### src/rtl/fcs_strip.sv
// fcs_strip: withholds the trailing 32-bit FCS of an RMII dibit stream.
// Every dibit passes through a FCS_DIBITS-deep delay line, so the last
// FCS_DIBITS dibits of a frame are still buffered when the frame ends and
// are simply dropped. At end of frame the payload byte length and
// runt/misalignment status are reported alongside a one-cycle done pulse.
module fcs_strip #(
  parameter int FCS_DIBITS = 16,
  parameter int LEN_W      = 16
) (
  input  logic             clk,
  input  logic             rst,
  input  logic             axiiv,
  input  logic [1:0]       axiid,
  output logic             axiov,
  output logic [1:0]       axiod,
  output logic             done,
  output logic [LEN_W-1:0] len,
  output logic             runt,
  output logic             misalign
);

  localparam int FILL_W = $clog2(FCS_DIBITS + 1);
  localparam int CNT_W  = LEN_W + 2;

  typedef enum logic [1:0] {
    IDLE   = 2'd0,
    FILL   = 2'd1,
    STREAM = 2'd2
  } state_t;

  // Delay line: index 0 holds the newest dibit, FCS_DIBITS-1 the oldest.
  logic [FCS_DIBITS-1:0][1:0] dl_q, dl_d;
  logic [FILL_W-1:0]          fill_q, fill_d;
  logic [CNT_W-1:0]           cnt_q, cnt_d;
  state_t                     state_q, state_d;

  logic             axiov_q, axiov_d;
  logic [1:0]       axiod_q, axiod_d;
  logic             done_q, done_d;
  logic [LEN_W-1:0] len_q, len_d;
  logic             runt_q, runt_d;
  logic             mis_q, mis_d;

  // Payload dibit counter sticks at all-ones instead of wrapping, which
  // also pins the reported byte length at all-ones.
  function automatic logic [CNT_W-1:0] sat_inc(input logic [CNT_W-1:0] v);
    if (&v) return v;
    return v + CNT_W'(1);
  endfunction

  function automatic logic [FCS_DIBITS-1:0][1:0] shift_in(
    input logic [FCS_DIBITS-1:0][1:0] line,
    input logic [1:0]                 d
  );
    return {line[FCS_DIBITS-2:0], d};
  endfunction

  // Next-state, delay-line update and registered-output computation.
  always_comb begin
    state_d = state_q;
    dl_d    = dl_q;
    fill_d  = fill_q;
    cnt_d   = cnt_q;
    axiov_d = 1'b0;
    axiod_d = 2'b00;
    done_d  = 1'b0;
    len_d   = len_q;
    runt_d  = runt_q;
    mis_d   = mis_q;

    case (state_q)
      IDLE: begin
        if (axiiv) begin
          dl_d    = shift_in(dl_q, axiid);
          fill_d  = FILL_W'(1);
          state_d = FILL;
        end
      end

      FILL, STREAM: begin
        if (axiiv) begin
          if (state_q == STREAM || fill_q == FILL_W'(FCS_DIBITS)) begin
            // Line is full: the oldest dibit is provably payload.
            axiov_d = 1'b1;
            axiod_d = dl_q[FCS_DIBITS-1];
            cnt_d   = sat_inc(cnt_q);
            state_d = STREAM;
          end else begin
            fill_d = fill_q + FILL_W'(1);
          end
          dl_d = shift_in(dl_q, axiid);
        end else begin
          // End of frame: report, then drop the buffered FCS.
          done_d  = 1'b1;
          len_d   = cnt_q[CNT_W-1:2];
          runt_d  = (cnt_q == '0);
          mis_d   = (cnt_q[1:0] != 2'b00);
          dl_d    = '0;
          fill_d  = '0;
          cnt_d   = '0;
          state_d = IDLE;
        end
      end

      default: begin
        dl_d    = '0;
        fill_d  = '0;
        cnt_d   = '0;
        state_d = IDLE;
      end
    endcase
  end

  // State, delay line and output registers; reset clears everything at once.
  always_ff @(posedge clk or posedge rst) begin
    if (rst) begin
      state_q <= IDLE;
      dl_q    <= '0;
      fill_q  <= '0;
      cnt_q   <= '0;
      axiov_q <= 1'b0;
      axiod_q <= 2'b00;
      done_q  <= 1'b0;
      len_q   <= '0;
      runt_q  <= 1'b0;
      mis_q   <= 1'b0;
    end else begin
      state_q <= state_d;
      dl_q    <= dl_d;
      fill_q  <= fill_d;
      cnt_q   <= cnt_d;
      axiov_q <= axiov_d;
      axiod_q <= axiod_d;
      done_q  <= done_d;
      len_q   <= len_d;
      runt_q  <= runt_d;
      mis_q   <= mis_d;
    end
  end

  assign axiov    = axiov_q;
  assign axiod    = axiod_q;
  assign done     = done_q;
  assign len      = len_q;
  assign runt     = runt_q;
  assign misalign = mis_q;

endmodule
### config.mk
export PLATFORM = sky130hd
export DESIGN_NAME = fcs_strip
export DESIGN_NICKNAME = d
export VERILOG_FILES = /design/src/rtl/fcs_strip.sv
export SDC_FILE = /design/constraint.sdc
export NUM_CORES = 1
export LEC_CHECK = 0
export ABC_AREA = 0
export BUFFER_PORTS_ARGS = -buffer_cell sky130_fd_sc_hd__buf_2
export CAP_MARGIN = 20
export CORE_UTILIZATION = 59
export DETAILED_ROUTE_END_ITERATION = 7
export PLACE_DENSITY = 0.85
export RECOVER_POWER = 100
export SKIP_LAST_GASP = 1
export SLEW_MARGIN = 15
export SYNTH_ARGS = -nofsm -noshare
export SYNTH_HDL_FRONTEND = slang
export SYNTH_SLANG_ARGS = --single-unit
### constraint.sdc
create_clock -name clk -period 2.67 [get_ports clk]
set_clock_uncertainty 0.15 [all_clocks]
set_input_delay 0.267 -clock clk [delete_from_list [all_inputs] [get_ports clk]]
set_output_delay 0.267 -clock clk [all_outputs]
set_load 0.005 [all_outputs]
==> results.cfg, run 1 <==
[floorplanning]
ios = 27
core_mm2 = 0.00592
rows = 28
die_w_um = 80.5
die_y_um = 80.5
dieArea_mm2 = 0.00649
start_util_pct = 61.5

[outcome]
violations = capacitance limit, slew limit
status = finished with violations

[sta]
timing.fmax_ghz = 0.400
timing.final.max_slew_violations = 80
post-route-period-util_pct = 93.7
grt_setup_unrepaired = false
finalCriticalPeriod_ns = 2.50
finalSetupTns_ns = 0
hold_violations = 0
worst_pin_slew_ns = 1.68
finalSetupViolCount = 0
relSlewSlack_pct = -11.9

[grt]
grt_pass1_vias = 2567
grtUsageTotal_pct = 25.3
grt_antenna_before_repair = 0
grt_pass1_wl_mm = 12.2
grt_overflow_total = 0
grt_max_degree = 80

[critical_path]
cp_slowest_stage_delay_ns = 0.69
r2r-end = fill_q[4]$_DFFE_PP0P_
critPathMostFrequentCell = o21ai_0
endpoint = fill_q[4]$_DFFE_PP0P_
rr_worst_depth = 7
crit_start = fill_q[0]$_DFFE_PP0P_
end_kind = register
slowest_stage = nor2_1
r2r_slack_ns = 0.17
crit_type = reg2reg
startpoint_type = register
critPathMaxFanout = 12
crit_buf_inv = 1
cp_cell_sequence = inv_1 -> ha_1 -> nor4bb_1 -> nor2_1 -> o21ai_1 -> o21ai_0 -> o21ai_0
crit_family = simple AND/OR/NAND/NOR gates
crit-reg2reg-launch = fill_q[0]$_DFFE_PP0P_
required_ns = 2.76
crit_arrival_ns = 2.59
cp.depth = 7

[cells_and_area]
syn_to_final_growth_pct = 9.39
final_util_pct = 67.2
finalNetCount = 358
diodes = 0
layout-drive-gt1-share_pct = 17.4

[routing]
avgRoutedWirePerCell_um = 16.9
avgViaCountPerCell = 6.32
firstDrtPassIters = 4
drt-total-wl_mm = 7.18
num_vias = 2686
drtAntennaViolNets = 0
post-route-drc-count = 0
drtIter0Drc = 253

[synthesis]
synth_top_family_by_area = compound AO/OA/AOI/OAI gates
synth_adder_area_share_pct = 2.75
ys_ff_latch = 79
synthMuxAreaShare_pct = 4.95
syn-instance-count = 322
synthXorXnorAreaFrac_pct = 0
synth-simple-area-share_pct = 15.5
yosys_warnings = 0
ys_seq_area_share_pct = 54.3
synth-compound-area-share_pct = 18.0
synth-edff-count = 0
syn_area_per_cell_um2 = 11.3
ys_top_cells_by_area = dfrtp_1 (54%), a22o_1 (8.2%), mux2_2 (5.0%)
yosys.area.top_type_share_pct = 54.3
ys_types = 53
yosysTopAreaCell = dfrtp_1
async_reset_ff_share_pct = 100
syn-num-nets = 335
ys.flop_type = dfrtp_1
netlist_area_mm2 = 0.00364

[placement]
place.detailed.hpwl_mm = 4.67
io_buffers = 26
place_congestion = 0.848

[power_and_ir_drop]
leakagePower_nw = 1.90
power_density_mw_per_mm2 = 697
vdd.ir_drop.worst_v = 0.000521

[cts]
clkSinkCount = 79
cts_tree = done
clk_path_buf_depth = 2
path_clk_slew_ns = 0.09
cts_resized = 0
cts-htree-levels = 3
cts_root_buf = clkbuf_8
clk_latency_ns = 0.36
numCtsBuffers = 9

[job]
drv_cap = 1

[min_path]
hold_class = in2reg
## cells by family (layout without fill, tap and decap cells)
kind of cell / after synthesis / after routing
adder cells (fa/ha/maj): 8 / 8
multiplexers: 16 / 16
flip-flops: 79 / 79
buffers and inverters: 35 / 63
AO/OA/AOI/OAI: 82 / 82
AND/OR/NAND/NOR: 102 / 102
## how the worst min path moves through the flow
stage	start	end	slack, ns	cells past startpoint
2_1_floorplan	axiid[0]	dl_q[0]$_DFFE_PP0P_	0.25	1
3_3_place_gp	rst	len[8]$_DFFE_PP0P_	0.24	3
3_5_place_dp	rst	dl_q[8]$_DFFE_PP0P_	0.24	3
4_1_cts	axiiv	len[9]$_DFFE_PP0P_	0.24	3
5_1_grt	axiiv	len[9]$_DFFE_PP0P_	0.25	3
6_report	axiiv	len[9]$_DFFE_PP0P_	0.24	3
## what timing repair did
action | 4_1_cts | 5_1_grt
setup buffers | 0 | 0
endpoints found under the hold margin | 81 | 0
hold buffers | 3 | 0
## area by class of cell
type | count | area, µm²
clock buffer | 9 | 124
sequential | 79 | 1980
tap | 75 | 93.8
timing repair buffer | 37 | 195
fill | 463 | 1940
multi-input combinational | 208 | 1480
inverter | 10 | 37.5
clock inverter | 7 | 77.6
## placed cells by master, fill, tap and decap left out, types with 2 or more instances in the layout
cell type,synthesis,final
a31oi_1,2,2
inv_1,10,9
o311ai_0,4,5
a21oi_1,2,2
buf_2,3,14
o211ai_1,4,4
inv_6,0,4
buf_4,1,5
o22a_1,3,3
nand3_1,14,15
nor3_1,7,7
o21bai_1,2,2
or4_1,2,3
nand2_1,29,29
nor4_1,8,8
o31ai_1,2,2
clkbuf_8,0,9
ha_1,8,8
dfrtp_1,79,79
a22o_1,34,34
nand4_1,5,5
nor3b_1,2,2
and3_1,7,7
or2_2,2,2
nor4b_1,2,2
o21ai_1,1,2
and4_4,2,2
o21ai_0,13,13
mux2_2,16,16
or3_1,2,2
a21oi_2,2,2
clkbuf_1,15,14
nand2b_1,3,3
a22oi_1,3,3
dlygate4sd3_1,0,3
nor2_1,10,10
## power breakdown
| part | switching (W) | internal, W |
|---|---|---|
| registers | 0.0000469 | 0.00126 |
| clock network | 0.000464 | 0.000443 |
| logic | 0.000372 | 0.000187 |
| total | 0.000882 | 0.00189 |
## worst register-to-register path, stage by stage, from the launching register on
cell and delay (ns):
dfrtp_1 0.40, inv_1 0.08, ha_1 0.20, nor4bb_1 0.15, nor2_1 0.69, o21ai_1 0.35, o21ai_0 0.26, o21ai_0 0.11
## flip-flops by register name, summed over array words and instances, names as in the netlist
name      count
len          16
done          1
fill_q        5
axiov         1
dl_q         32
cnt_q        18
runt          1
misalign      1
axiod         2
state_q       2
## per-stage QoR
stage	hold slack, ns	setup WS (ns)	instance area, µm²	total power [W]	std cells
after floorplan	0.250	0.230	3640	0.00174	322
after global placement	0.236	0.368	3820	0.00187	406
after detailed placement	0.241	0.173	3820	0.00190	406
after CTS	0.236	0.159	4050	0.00281	425
after global routing	0.247	0.0272	3980	0.00292	425
final	0.242	0.169	3980	0.00277	425
## metal layers
| metal | global-route usage (%) | up-vias | part of all wire, % |
|---|---|---|---|
| met2 | 37.5 | 81 | 47 |
| met3 | 6.48 | 14 | 6.3 |
| met5 | 0 | - | 0 |
| met4 | 12.3 | 0 | 1.8 |
| met1 | 34.5 | 1346 | 45 |
| li1 | - | 1245 | - |
## Yosys cell counts (3+ instances only)
library cell and n:
and3_1 7, nor4_1 8, a22o_1 34, buf_6 3
o211ai_1 4, inv_1 10, ha_1 8, nand2_1 29
nor3_1 7, buf_2 3, clkbuf_1 15, nand2b_1 3
o311ai_0 4, a22oi_1 3, o21ai_0 13, o22a_1 3
nand3_1 14, nand4_1 5, nor2_1 10, dfrtp_1 79
mux2_2 16
Power figures use the tool's default switching activity.
==> inputs of run 2 (changes only) <==
--- a/config.mk
+++ b/config.mk
@@ -10,6 +10,7 @@
 export CAP_MARGIN = 20
 export CORE_UTILIZATION = 59
 export DETAILED_ROUTE_END_ITERATION = 7
+export GPL_TIMING_DRIVEN = 0
 export PLACE_DENSITY = 0.85
 export RECOVER_POWER = 100
 export SKIP_LAST_GASP = 1
==> results.cfg, run 2 (synthesis results as in run 1) <==
[routing]
avgRoutedWirePerCell_um = 17.5
post-route-drc-count = 0
drtIter0Drc = 250
drt-total-wl_mm = 7.73
firstDrtPassIters = 5
avgViaCountPerCell = 6.19
drtAntennaViolNets = 0
num_vias = 2740

[placement]
place_inst = 424
place_congestion = 0.893
dpl_cell_area_mm2 = 0.00389
place.detailed.hpwl_mm = 5.25
io_buffers = 26

[sta]
post-route-period-util_pct = 91.3
relSlewSlack_pct = 39.3
worst_pin_slew_ns = 0.906
finalSetupViolCount = 0
hold_violations = 0
timing.final.max_slew_violations = 0
timing.fmax_ghz = 0.410
grt_setup_unrepaired = false
finalCriticalPeriod_ns = 2.44

[cells_and_area]
largest_register_ffs = 32
diodes = 0
finalInstanceArea_mm2 = 0.00407
layout_commonest_cell = dfrtp_1
final_util_pct = 68.7
final_cell_mix = dfrtp_1 (79), a22o_1 (34), nand2_1 (29)
fill_cells = 447
multiInputGateArea_mm2 = 0.00148
syn_to_final_growth_pct = 11.7
fin_cells = 443
top_register = dl_q
regArea_mm2 = 0.00198
finalNetCount = 376
layout-drive-gt1-share_pct = 19.3

[power_and_ir_drop]
p_int_w = 0.00182
comb_power_share_pct = 21.2
power_density_mw_per_mm2 = 671
p_sw_w = 0.000910
vdd.ir_drop.worst_v = 0.000464
power_frac_clock_pct = 30.8
total_power_w = 0.00273
seq_power_share_pct = 48.0
swShare_pct = 33.3
leakagePower_nw = 1.95

[cts]
cts_resized = 0
post_cts_buffers = 0
cts-htree-levels = 3
path_clk_slew_ns = 0.08
cts_root_buf = clkbuf_8
postCtsHoldBufs = 3
clk_latency_ns = 0.36
numCtsBuffers = 9
clkSinkCount = 79
clk_path_buf_depth = 2
cts_tree = done

[grt]
grt_pass1_vias = 2608
grt_max_degree = 60
grt_antenna_before_repair = 0
grt_overflow_total = 0
grtUsageTotal_pct = 26.4
grt_pass1_wl_mm = 12.6

[critical_path]
critPathMaxFanout = 10
rr_worst_depth = 9
required_ns = 2.74
crit_arrival_ns = 2.51
startpoint_type = register
crit_type = reg2reg
end_kind = register

[floorplanning]
dieArea_mm2 = 0.00649
die_y_um = 80.5
start_util_pct = 61.5
die_w_um = 80.5
ios = 27
core_mm2 = 0.00592
rows = 28

[min_path]
hold_class = in2reg
hold_depth = 5

[outcome]
status = finished clean

[job]
drv_cap = 0
## run 2: per-stage QoR
step | setup slack, ns | setup TNS [ns] | hold slack [ns]
after floorplan | 0.230 | 0 | 0.250
after global placement | -0.542 | -42.55 | 0.305
after detailed placement | 0.305 | 0 | 0.0910
after CTS | 0.288 | 0 | 0.251
after global routing | 0.0200 | 0 | 0.307
final | 0.232 | 0 | 0.277
## run 2: power by group through the flow
stage                     clock network, W  logic (W)  registers (W)
after global placement                   0   0.000543        0.00133
after detailed placement                 0   0.000570        0.00133
after CTS                         0.000849   0.000577        0.00131
final                             0.000840   0.000580        0.00131
after floorplan                          0   0.000417        0.00132
after global routing              0.000901   0.000649        0.00132
## run 2: path summary, 6_finish.rpt
kind                                       start  slack [ns]                     to
setup / recovery           fill_q[0]$_DFFE_PP0P_        0.23   cnt_q[5]$_DFFE_PP0P_
hold / removal                             axiiv        0.28  fill_q[2]$_DFFE_PP0P_
setup reg to reg           fill_q[0]$_DFFE_PP0P_        0.23   cnt_q[5]$_DFFE_PP0P_
hold reg to reg                 runt$_DFFE_PP0P_        0.34       runt$_DFFE_PP0P_
max in group asynchronous                    rst        0.66     len[0]$_DFFE_PP0P_
min in group asynchronous                    rst        0.43     len[7]$_DFFE_PP0P_
## run 2: worst max-delay path, cell delays in order, from the launching register on
cell and delay (ns):
dfrtp_1 0.42, inv_1 0.10, ha_1 0.15, nor4bb_2 0.34, or2_2 0.16, buf_2 0.20
o21ai_0 0.15, buf_6 0.17, o311ai_0 0.28, o311ai_1 0.18
## run 2: final cells by class
| cell class | count | share of cell area (%) |
|---|---|---|
| Buffer | 25 | 3.08 |
| Clock buffer | 10 | 3.39 |
| Clock inverter | 6 | 1.29 |
| Inverter | 10 | 0.954 |
| Multi-Input combinational cell | 208 | 36.5 |
| Sequential cell | 79 | 48.6 |
| Tap cell | 75 | 2.31 |
| Timing Repair Buffer | 30 | 3.88 |
## run 2: metal layers
| metal | up-vias | share of wire, % | routed length [µm] | GRT usage, % |
|---|---|---|---|---|
| li1 | 1282 | - | - | - |
| met1 | 1330 | 44 | 3410 | 35.2 |
| met2 | 107 | 47 | 3670 | 40.8 |
| met3 | 21 | 6.2 | 480 | 6.25 |
| met5 | - | 0 | 0 | 0 |
| met4 | 0 | 2.2 | 171 | 12.1 |
